$ cat src/rtl/uart_tx_p.sv
// uart_tx_p: parametrised UART transmitter with an internal bit-rate divider
// and a small word FIFO. The frame is a start bit, DATA_BITS data bits sent
// LSB first, an optional parity bit, and STOP_BITS stop bits. The line idles
// high.
//
// Handshake: a word is transferred on every rising clk edge where data_rdy and
// ready are both high. ready is derived only from the registered FIFO level,
// so it never depends combinationally on data_rdy.
module uart_tx_p #(
  parameter int DATA_BITS = 8,
  parameter int PARITY    = 0,
  parameter int STOP_BITS = 1,
  parameter int DIV       = 16,
  parameter int DEPTH     = 4
) (
  input  logic                         clk,
  input  logic                         rst,
  input  logic [DATA_BITS-1:0]         data,
  input  logic                         data_rdy,
  output logic                         ready,
  output logic                         busy,
  output logic [$clog2(DEPTH+1)-1:0]   level,
  output logic                         out
);

  localparam int LW = $clog2(DEPTH + 1);
  localparam int PW = $clog2(DEPTH);
  localparam int CW = $clog2(DIV);
  localparam int BW = $clog2(DATA_BITS);

  typedef enum logic [2:0] {
    ST_IDLE,
    ST_START,
    ST_DATA,
    ST_PAR,
    ST_STOP
  } state_t;

  state_t               state;
  logic [CW-1:0]        cnt;
  logic [BW-1:0]        bit_idx;
  logic                 stop_idx;
  logic [DATA_BITS-1:0] shreg;
  logic                 par_bit;

  logic [DATA_BITS-1:0] mem [DEPTH];
  logic [PW-1:0]        wr_ptr;
  logic [PW-1:0]        rd_ptr;
  logic [DATA_BITS-1:0] head;
  logic                 push;
  logic                 pop;
  logic                 bit_end;
  logic                 last_stop;
  logic                 head_par;

  assign ready     = (level != LW'(DEPTH));
  assign push      = data_rdy && ready;
  assign head      = mem[rd_ptr];
  assign bit_end   = (cnt == CW'(DIV - 1));
  assign last_stop = (stop_idx == 1'(STOP_BITS - 1));
  // Parity bit that goes with the head word: even parity is the XOR of the
  // data, odd parity its complement.
  assign head_par  = (PARITY == 1) ? ~^head : ^head;

  // A word leaves the FIFO when the FSM is idle, or at the very end of the last
  // stop bit so the next start bit follows with no gap.
  always_comb begin
    pop = 1'b0;
    if (level != '0) begin
      if (state == ST_IDLE) begin
        pop = 1'b1;
      end else if (state == ST_STOP && bit_end && last_stop) begin
        pop = 1'b1;
      end
    end
  end

  // FIFO storage: written on an accepted word; contents need no reset because
  // level and the pointers gate every read.
  always_ff @(posedge clk) begin
    if (push) begin
      mem[wr_ptr] <= data;
    end
  end

  // FIFO pointers and level; a simultaneous push and pop leaves level unchanged.
  always_ff @(posedge clk) begin
    if (rst) begin
      wr_ptr <= '0;
      rd_ptr <= '0;
      level  <= '0;
    end else begin
      if (push) begin
        wr_ptr <= wr_ptr + PW'(1);
      end
      if (pop) begin
        rd_ptr <= rd_ptr + PW'(1);
      end
      level <= level + LW'(push) - LW'(pop);
    end
  end

  // Transmit FSM with bit-period counter; out and busy are registered.
  always_ff @(posedge clk) begin
    if (rst) begin
      state    <= ST_IDLE;
      cnt      <= '0;
      bit_idx  <= '0;
      stop_idx <= 1'b0;
      shreg    <= '0;
      par_bit  <= 1'b0;
      out      <= 1'b1;
      busy     <= 1'b0;
    end else begin
      if (state == ST_IDLE || bit_end) begin
        cnt <= '0;
      end else begin
        cnt <= cnt + CW'(1);
      end

      case (state)
        ST_IDLE: begin
          if (pop) begin
            shreg   <= head;
            par_bit <= head_par;
            out     <= 1'b0;
            busy    <= 1'b1;
            state   <= ST_START;
          end
        end

        ST_START: begin
          if (bit_end) begin
            out     <= shreg[0];
            bit_idx <= '0;
            state   <= ST_DATA;
          end
        end

        ST_DATA: begin
          if (bit_end) begin
            if (bit_idx == BW'(DATA_BITS - 1)) begin
              if (PARITY != 0) begin
                out   <= par_bit;
                state <= ST_PAR;
              end else begin
                out      <= 1'b1;
                stop_idx <= 1'b0;
                state    <= ST_STOP;
              end
            end else begin
              shreg   <= {1'b0, shreg[DATA_BITS-1:1]};
              out     <= shreg[1];
              bit_idx <= bit_idx + BW'(1);
            end
          end
        end

        ST_PAR: begin
          if (bit_end) begin
            out      <= 1'b1;
            stop_idx <= 1'b0;
            state    <= ST_STOP;
          end
        end

        ST_STOP: begin
          if (bit_end) begin
            if (last_stop) begin
              if (pop) begin
                shreg   <= head;
                par_bit <= head_par;
                out     <= 1'b0;
                state   <= ST_START;
              end else begin
                out   <= 1'b1;
                busy  <= 1'b0;
                state <= ST_IDLE;
              end
            end else begin
              stop_idx <= stop_idx + 1'b1;
            end
          end
        end

        default: begin
          out   <= 1'b1;
          busy  <= 1'b0;
          state <= ST_IDLE;
        end
      endcase
    end
  end

endmodule

$ cat config.mk
export PLATFORM = sky130hd
export DESIGN_NAME = uart_tx_p
export DESIGN_NICKNAME = d
export VERILOG_FILES = /design/src/rtl/uart_tx_p.sv
export SDC_FILE = /design/constraint.sdc
export NUM_CORES = 1
export LEC_CHECK = 0
export ABC_CLOCK_PERIOD_IN_PS = 4600
export CORE_MARGIN = 2
export CORE_UTILIZATION = 52
export DETAILED_ROUTE_END_ITERATION = 10
export GPL_TIMING_DRIVEN = 0
export PLACE_DENSITY = 0.8
export SLEW_MARGIN = 20
export SYNTH_ARGS = -nofsm -noshare
export SYNTH_HDL_FRONTEND = slang
export SYNTH_SLANG_ARGS = --single-unit
$ cat constraint.sdc
create_clock -name clk -period 4.6 [get_ports clk]
set_clock_uncertainty 0.05 [all_clocks]
set_input_delay 1.15 -clock clk [delete_from_list [all_inputs] [get_ports clk]]
set_output_delay 1.15 -clock clk [all_outputs]
set_load 0.005 [all_outputs]
[After elaboration in Yosys (flattened, before gate mapping)]
Memories as Yosys holds them, arrays and structs flattened. A register that Yosys moved wholly into a read port is not among the register bits.
Index checks and enable logic that the tools add are counted.
Word-level totals
  bits of input ports: 11
  memory bits (writable): 32
  output and inout port bits: 6
  memories kept: 1
  bits in registers: 28
Operators by class
  equal/unequal tests: 16
  reduce and logical (&&, ||, !) cells: 17
  $add $sub $neg: 7
  bitwise gates (word level): 2
  mux-type cells: 46
Memories
  mem: depth 4, width 8, read ports 1, clocked after Yosys merged registers in 1, write ports 1, line 46  | logic [DATA_BITS-1:0] mem [DEPTH];
Operator list (count)
  $mux W8: 5
  $mux W3: 10
  $pmux W8 S3: 1
  $mux W1: 23
  $ne A2 B2 Y1 const B: 9
  $pmux W3 S5: 1
  $reduce_and A5 Y1: 3
  $reduce_bool A3 Y1: 3
  $reduce_and A7 Y1: 1
  $eq A3 B2 Y1 const B: 2
  $eq A3 B3 Y1 const B: 2
  $pmux W1 S3: 2
  $pmux W3 S2: 1
  $reduce_and A6 Y1: 1
  $pmux W1 S5: 1
  $add A2 B1 Y2 const B: 2
  $add A4 B1 Y4 const B: 1
  $eq A4 B4 Y1 const B: 1
  $mux W2: 2
  $reduce_and A4 Y1: 1
  $add A3 B1 Y3: 1
  $add A3 B1 Y3 const B: 1
  $eq A3 B1 Y1 const B: 1
  $logic_and A1 B1 Y1: 3
  other kinds (9): 10

[Depth between registers and ports, before layout]
Gate-level depths: netlist (run 1).
  depth after elaboration: 10
  mapped depth: 10
  depth with buffers taken out: 10

[Worst setup path before layout (run 1)]
No wires, ideal clock.
  kind: input to register
  start: input data_rdy
  end: register level[2]
  slack: 1.898 ns
  required time: 4.422 ns
  stages on the path: 9
  library setup time: 0.128 ns
  buffers on the path: 0
  data arrival time: 2.524 ns
  cells stage by stage: and2_4 > inv_2 > ha_1 > inv_1 > ha_1 > fa_1 > xnor2_1 > xnor2_1 > nor2_1
On the way
  cells in the longest elaborated chain, start to end: 3
Ends and longest elaborated chain
  start: declaration: line 19  | input logic data_rdy,
  $logic_and A1 B1 Y1: line 57  | assign push = data_rdy && ready;
  $add A3 B1 Y3: line 99  | level <= level + LW'(push) - LW'(pop);
  $sub A3 B1 Y3: line 99
  end signal: assignment: line 99
  end: declaration: line 22  | output logic [$clog2(DEPTH+1)-1:0] level,
No other way between the ends.
A chain may end at the register's enable or synchronous reset.

[Final worst setup path (run 1)]
Same ends and word-level chain as after synthesis.

==> out/metrics.cfg, run 1 <==
[run_status]
status = finished, final reports clean

[pwr]
power_density_nw_per_um2 = 551
power.switching_fraction_pct = 30.8
power.share.clock_pct = 27.2
power.switching_mw = 0.523
fin_total_pwr_mw = 1.70
pleak_nw = 1.20
max-vdd-ir-drop_mv = 0.297
p_int_mw = 1.18
logic_gate_share_of_total_power_pct = 29.2
seq_power_share_pct = 43.6

[synth]
mappedNetlistArea_um2 = 2650
async_flop_share_pct = 0
ys_ff_latch = 61
postSynthNetCount = 218
synthesis.area_per_instance_um2 = 13.5
synth_edf_count = 32
synth-seq-area-share_pct = 58.1
yosysTopAreaCell = edfxtp_1
synth_top_cells_by_area = edfxtp_1 (36%), dfxtp_1 (22%), mux4_2 (6.8%), ha_1 (4.2%), mux2i_1 (2.6%)
instance_count_of_the_mapped_netlist = 197
synth_ff_type = edfxtp_1
synth_warnings = 0
yosys.cell_types.count = 48
netlist.area_leader.share_pct = 36.2

[routing]
antenna_left = 0
first_drt_pass_iteration_count = 4
drt_iter0_drc = 79
wl_per_cell_um = 15.5
drt-vias-per-instance = 5.62
via_count = 1664
route.final.wire_length_um = 4590
drt_drc_violations_left = 0

[run]
max_cap_viol_count = 0

[sta]
period_share_pct = 65.8
min_period_ns = 3.02
rsz0062_at_grt = no
maxSlewHeadroom_pct = 66.2
finalMaxSlewViolations = 0
final_hold_viol_count = 0
worst_slew_pin_slew_ns = 0.507
final_critical_path_setup_slack_ns = 1.58
setup_viol = 0
finalSetupTns_ns = 0
highest_clock_rate_ghz = 0.331

[grt]
first_global_vias = 1650
grt_antenna_before_repair = 0
total_grt_usage_pct = 18.7
grt_max_degree = 12
gr-total-overflow = 0
global_route_wire_length_before_repair_um = 7670

[floorplanning]
core_area_um2 = 4820
effective_utilization_at_floorplan_pct = 55.1
die_area_um2 = 5690
die_x_um = 75.4
floorplan.rows = 25
die_h_um = 75.4
io_pins = 17

[clocking]
clk-insertion-delay-late_ns = 0.34
cts_root_cell = clkbuf_8
hold_buffers = 0
h_tree_level_count = 3
clock_tree_from_tritoncts = yes
worst_setup_hold_path_clk_slew_ns = 0.07
post-cts-setup-buffer-count = 0
cts.sinks = 61
ctsResizeCount = 0
cts-root-to-sink-buffers = 2
numCtsBuffers = 9

[final_layout]
drive_gt1_share_pct = 17.0
layout_nets = 245
area_growth_pct = 16.4
layout_commonest_cell = edfxtp_1
most-common-layout-cells = edfxtp_1 (32), dfxtp_1 (29), nor2_1 (17), clkdlybuf4s50_1 (16)
antenna-diode-count = 0

[setup_path]
timing.rr.start = cnt[0]
worst_setup_path_end_kind = flop
worst_path_fanout_max = 5
worst_reg2reg_setup_slack_ns = 2.04
worst_r2r_path_depth = 10
worstSetupPathType = primary input to flop
cp.required_ns = 4.76
r2r-end = level[2]
startpoint_types = primary input
critical_path_arrival_ns = 3.19

[hold_path]
hold_end = cnt[0]
hold_depth = 1
min-delay-start = cnt[0]
holdCritPathClass = flop to flop

[placement]
dp_worst_setup_slack_ns = 1.27
post-dp-hpwl_um = 3110
final_replace_weighted_congestion = 0.816
io_buffers = 16

## stage by stage
step	area (um^2)	hold slack, ns	utilization (%)	cells
after floorplan	2650	0.368	-	197
after global routing	3090	0.441	64.1	296
final	3090	0.406	64.1	296
after global placement	2900	0.382	60.1	280
after detailed placement	2900	0.396	60.1	280
after CTS	3090	0.408	64.1	296
## kinds of logic after synthesis
| logic type | after synthesis | synth area share, % |
|---|---|---|
| xor gates and xnor gates | 7 | 2.31 |
| DFF | 61 | 58.1 |
| adders and majority gates | 11 | 5.38 |
| muxes | 16 | 9.86 |
| and+or+nand+nor | 48 | 10.0 |
| AOI/OAI and AO/OA | 36 | 10.9 |
| buffers and inverters | 18 | 3.40 |
## how the worst max path moves through the flow
stage	start	to	slack [ns]
3_3_place_gp	data_rdy	level[2]	1.29
6_report	data_rdy	level[2]	1.58
4_1_cts	data_rdy	level[2]	1.60
3_5_place_dp	data_rdy	level[2]	1.27
5_1_grt	data_rdy	level[2]	1.48
2_1_floorplan	data_rdy	level[2]	1.90
## power by group through the flow
stage | Combinational [mW] | Clock, mW | Sequential, mW
global route | 0.551 | 0.496 | 0.753
global placement | 0.486 | 0 | 0.749
CTS | 0.502 | 0.470 | 0.741
finish | 0.497 | 0.463 | 0.742
floorplan | 0.369 | 0 | 0.738
detailed placement | 0.499 | 0 | 0.753
## worst max-delay path, stage by stage
cell             delay [ns]
clkdlybuf4s50_1        0.54
and2_4                 0.19
inv_2                  0.04
ha_1                   0.26
inv_1                  0.04
ha_1                   0.18
fa_1                   0.40
xnor2_1                0.18
xnor2_1                0.15
nor2_1                 0.05
## routing by layer
layer  global-route usage (%)  share of wire [%]
met5                        0                  0
met4                     8.77                1.4
met3                     6.48                3.4
met2                     29.6                 48
met1                     23.2                 47
## flip-flops by register name, summed over array words and instances (netlist names), 2 cells and up, named ones only
signal / flops
bit_idx: 3
cnt: 4
level: 3
mem: 32
rd_ptr: 2
shreg: 8
state: 3
wr_ptr: 2
## layout make-up
class,instances,area [um^2]
buffer,8,52.6
clock buffer,10,128
clock inverter,6,63.8
fill,381,1730
inverter,10,37.5
multi-input combinational,118,1020
sequential,61,1540
tap,67,83.8
timing repair buffer,16,160
## synth_stat cells, types with 3 or more instances
cell type	n
a21oi_1	4
and3_1	6
buf_2	3
dfxtp_1	29
edfxtp_1	32
ha_1	9
inv_1	8
mux2i_1	7
mux4_2	8
nand2_1	3
nor2_1	17
nor3_1	4
o211a_1	7
o211ai_1	8
o21ai_0	5
or3b_1	3
xnor2_1	5
Power figures use the tool's default switching activity.
==> run 2: changes to the inputs <==
ABC_CLOCK_PERIOD_IN_PS = 2500   (was 4600)
PLACE_DENSITY = 0.83   (was 0.8)
clock period = 2.5 ns   (was 4.6 ns; I/O delays follow)
==> run 2 against run 1 <==
Power is 82% higher. Design area is 2.0% higher. Clock-buffer cell count is 1 lower. Critical path depth stayed put. Routed wire length is 0.76% higher. Die area stayed put. Cell count is 1.7% higher. Sequential power is 87% higher. Sequential cell count stayed put. Register-to-register slack worse by 1.9 ns.
==> out/metrics.cfg, run 2 (synthesis gave the netlist of run 1 again) <==
[routing]
via_count = 1705  ; +2.5%
wl_per_cell_um = 15.4  ; -0.91%
route.final.wire_length_um = 4630  ; +0.76%
drt_iter0_drc = 136  ; +72%
drt-vias-per-instance = 5.66  ; +0.76%
antenna_left = 0  ; unchanged
first_drt_pass_iteration_count = 4  ; unchanged
drt_drc_violations_left = 0  ; unchanged

[clocking]
numCtsBuffers = 9  ; unchanged
worst_setup_hold_path_clk_slew_ns = 0.07  ; about the same
clk-insertion-delay-late_ns = 0.33  ; about the same
cts-root-to-sink-buffers = 2  ; unchanged
clock_tree_from_tritoncts = yes
hold_buffers = 0  ; unchanged
h_tree_level_count = 3  ; unchanged
cts.sinks = 61  ; unchanged
cts_root_cell = clkbuf_8

[floorplanning]
floorplan.rows = 25  ; unchanged
die_x_um = 75.4  ; unchanged
die_h_um = 75.4  ; unchanged
core_area_um2 = 4820  ; unchanged
effective_utilization_at_floorplan_pct = 55.1  ; unchanged
io_pins = 17  ; unchanged
die_area_um2 = 5690  ; unchanged

[placement]
post-dp-hpwl_um = 3120  ; about the same
io_buffers = 16  ; unchanged
final_replace_weighted_congestion = 0.830  ; +1.7%
post-place-cells = 280  ; unchanged

[hold_path]
holdCritPathClass = flop to flop
hold_depth = 1  ; unchanged
hold_end = cnt[0]
min-delay-start = cnt[0]

[sta]
final_hold_viol_count = 0  ; unchanged
finalMaxSlewViolations = 0  ; unchanged
min_period_ns = 2.36
setup_viol = 0  ; unchanged
maxSlewHeadroom_pct = 65.9  ; -0.27 points
worst_slew_pin_slew_ns = 0.511  ; +0.00402 ns
finalSetupTns_ns = 0  ; unchanged
period_share_pct = 94.4
highest_clock_rate_ghz = 0.424

[pwr]
p_int_mw = 2.11  ; +79%
power.share.clock_pct = 24.6  ; -2.6 points
seq_power_share_pct = 44.8  ; +1.2 points
power.switching_mw = 0.984  ; +88%
logic_gate_share_of_total_power_pct = 30.6  ; +1.4 points
pleak_nw = 1.22  ; +1.4%
max-vdd-ir-drop_mv = 0.904  ; +200%
power.switching_fraction_pct = 31.8  ; +1.1 points
power_density_nw_per_um2 = 982  ; +78%

[setup_path]
critical_path_arrival_ns = 2.52  ; -0.67 ns
worstSetupPathType = flop to flop
worst_setup_path_end_kind = flop
worst_path_fanout_max = 7  ; +2
worst_r2r_path_depth = 10  ; unchanged
r2r-end = level[2]
worst_reg2reg_setup_slack_ns = 0.14  ; -1.90 ns
cp_slowest_cell = or3b_4
timing.rr.start = level[1]
critical_path.top_delay_family = adder cells
critical_path_depth = 10  ; unchanged
critical_path.cell_chain = or3b_4 -> and2_4 -> inv_2 -> ha_1 -> inv_1 -> ha_1 -> fa_1 -> xnor2_1 -> xnor2_1 -> nor2_1
startpoint_types = flop
critical_path.max_stage_delay_ns = 0.44  ; -0.10 ns
critical_path.n_buffers_inverters = 2  ; -1
cp.required_ns = 2.66  ; -2.10 ns

[final_layout]
top_register = mem
finish.cell_count_without_fillers = 301  ; +1.7%
sequential_cell_area_um2 = 1550  ; +0.49%
layout_commonest_cell = edfxtp_1
most-common-layout-cells = edfxtp_1 (32), dfxtp_1 (25), nor2_1 (17), clkdlybuf4s50_1 (15), clkbuf_8 (9)
largest_register_ff_count = 32  ; unchanged
n_fill_cell = 341  ; -10%
reg_top3 = mem (32), shreg (8), cnt (4)
utilization_after_layout_pct = 65.4  ; +1.3 points
antenna-diode-count = 0  ; unchanged
layout_nets = 250  ; +2.0%
area_occupied_by_multi_input_gates_um2 = 1050  ; +3.1%
drive_gt1_share_pct = 21.8  ; +4.8 points
area_growth_pct = 18.8

[run_status]
status = finished, final reports clean

[run]
max_cap_viol_count = 0  ; unchanged

[grt]
gr-total-overflow = 0  ; unchanged
total_grt_usage_pct = 17.7  ; -0.96 points
global_route_wire_length_before_repair_um = 7220  ; -5.8%
grt_antenna_before_repair = 0  ; unchanged
grt_max_degree = 13  ; +1
first_global_vias = 1574  ; -4.6%

-- run 2: routing by layer --
layer	vias to the layer above	part of all wire [%]	GRT usage, %
met5	-	0	0
met4	0	2.1	9.16
met3	8	3.8	6.48
met2	39	49	27.4
met1	852	45	21.9
li1	806	-	-
-- run 2: layout make-up --
type / count / area share (%)
well taps: 67 / 2.66
multi-input cells: 118 / 33.4
repair buffers: 21 / 6.35
clock buffers: 9 / 3.93
plain buffers: 8 / 1.67
inverters: 10 / 1.19
flip-flops and latches: 61 / 49.2
clock inverters: 7 / 1.63
-- run 2: worst reg2reg max path, cell delays in order (launching register included) --
cell and delay, ns:
dfxtp_2 0.37, or3b_4 0.44, and2_4 0.19, inv_2 0.05, ha_1 0.12, inv_1 0.04, ha_1 0.18, fa_1 0.40
xnor2_1 0.20, xnor2_1 0.14, nor2_1 0.05
-- run 2: how the worst max path moves through the flow --
stage	start	to	slack (ns)
2_1_floorplan	cnt[0]	level[2]	0.17
3_3_place_gp	data_rdy	level[2]	-0.28
3_5_place_dp	data_rdy	level[2]	-0.33
4_1_cts	cnt[0]	level[2]	0.01
5_1_grt	cnt[1]	level[2]	-0.009
6_report	level[1]	level[2]	0.14
-- run 2: stage by stage --
step | hold WS [ns] | power, mW | instance area, um^2 | worst slack, ns
after floorplan | 0.368 | 2.04 | 2650 | 0.172
after global placement | 0.381 | 2.27 | 2900 | -0.282
after detailed placement | 0.398 | 2.30 | 2900 | -0.326
after CTS | 0.410 | 3.06 | 3080 | 0.0109
after global routing | 0.431 | 3.27 | 3150 | -0.00939
final | 0.411 | 3.09 | 3150 | 0.139
-- run 2: power groups by stage --
stage / registers, mW / logic, mW / clock network [mW]
detailed placement: 1.39 / 0.911 / 0
floorplan: 1.36 / 0.680 / 0
global route: 1.40 / 1.05 / 0.816
CTS: 1.37 / 0.920 / 0.775
global placement: 1.38 / 0.895 / 0
finish: 1.39 / 0.947 / 0.760
-- run 2: repair_timing --
action	in CTS	in global routing
hold endpoints to repair	0	0
pin swaps	0	3
buffers inserted	0	5
setup endpoints to repair	1	1
gates resized for setup	1	11
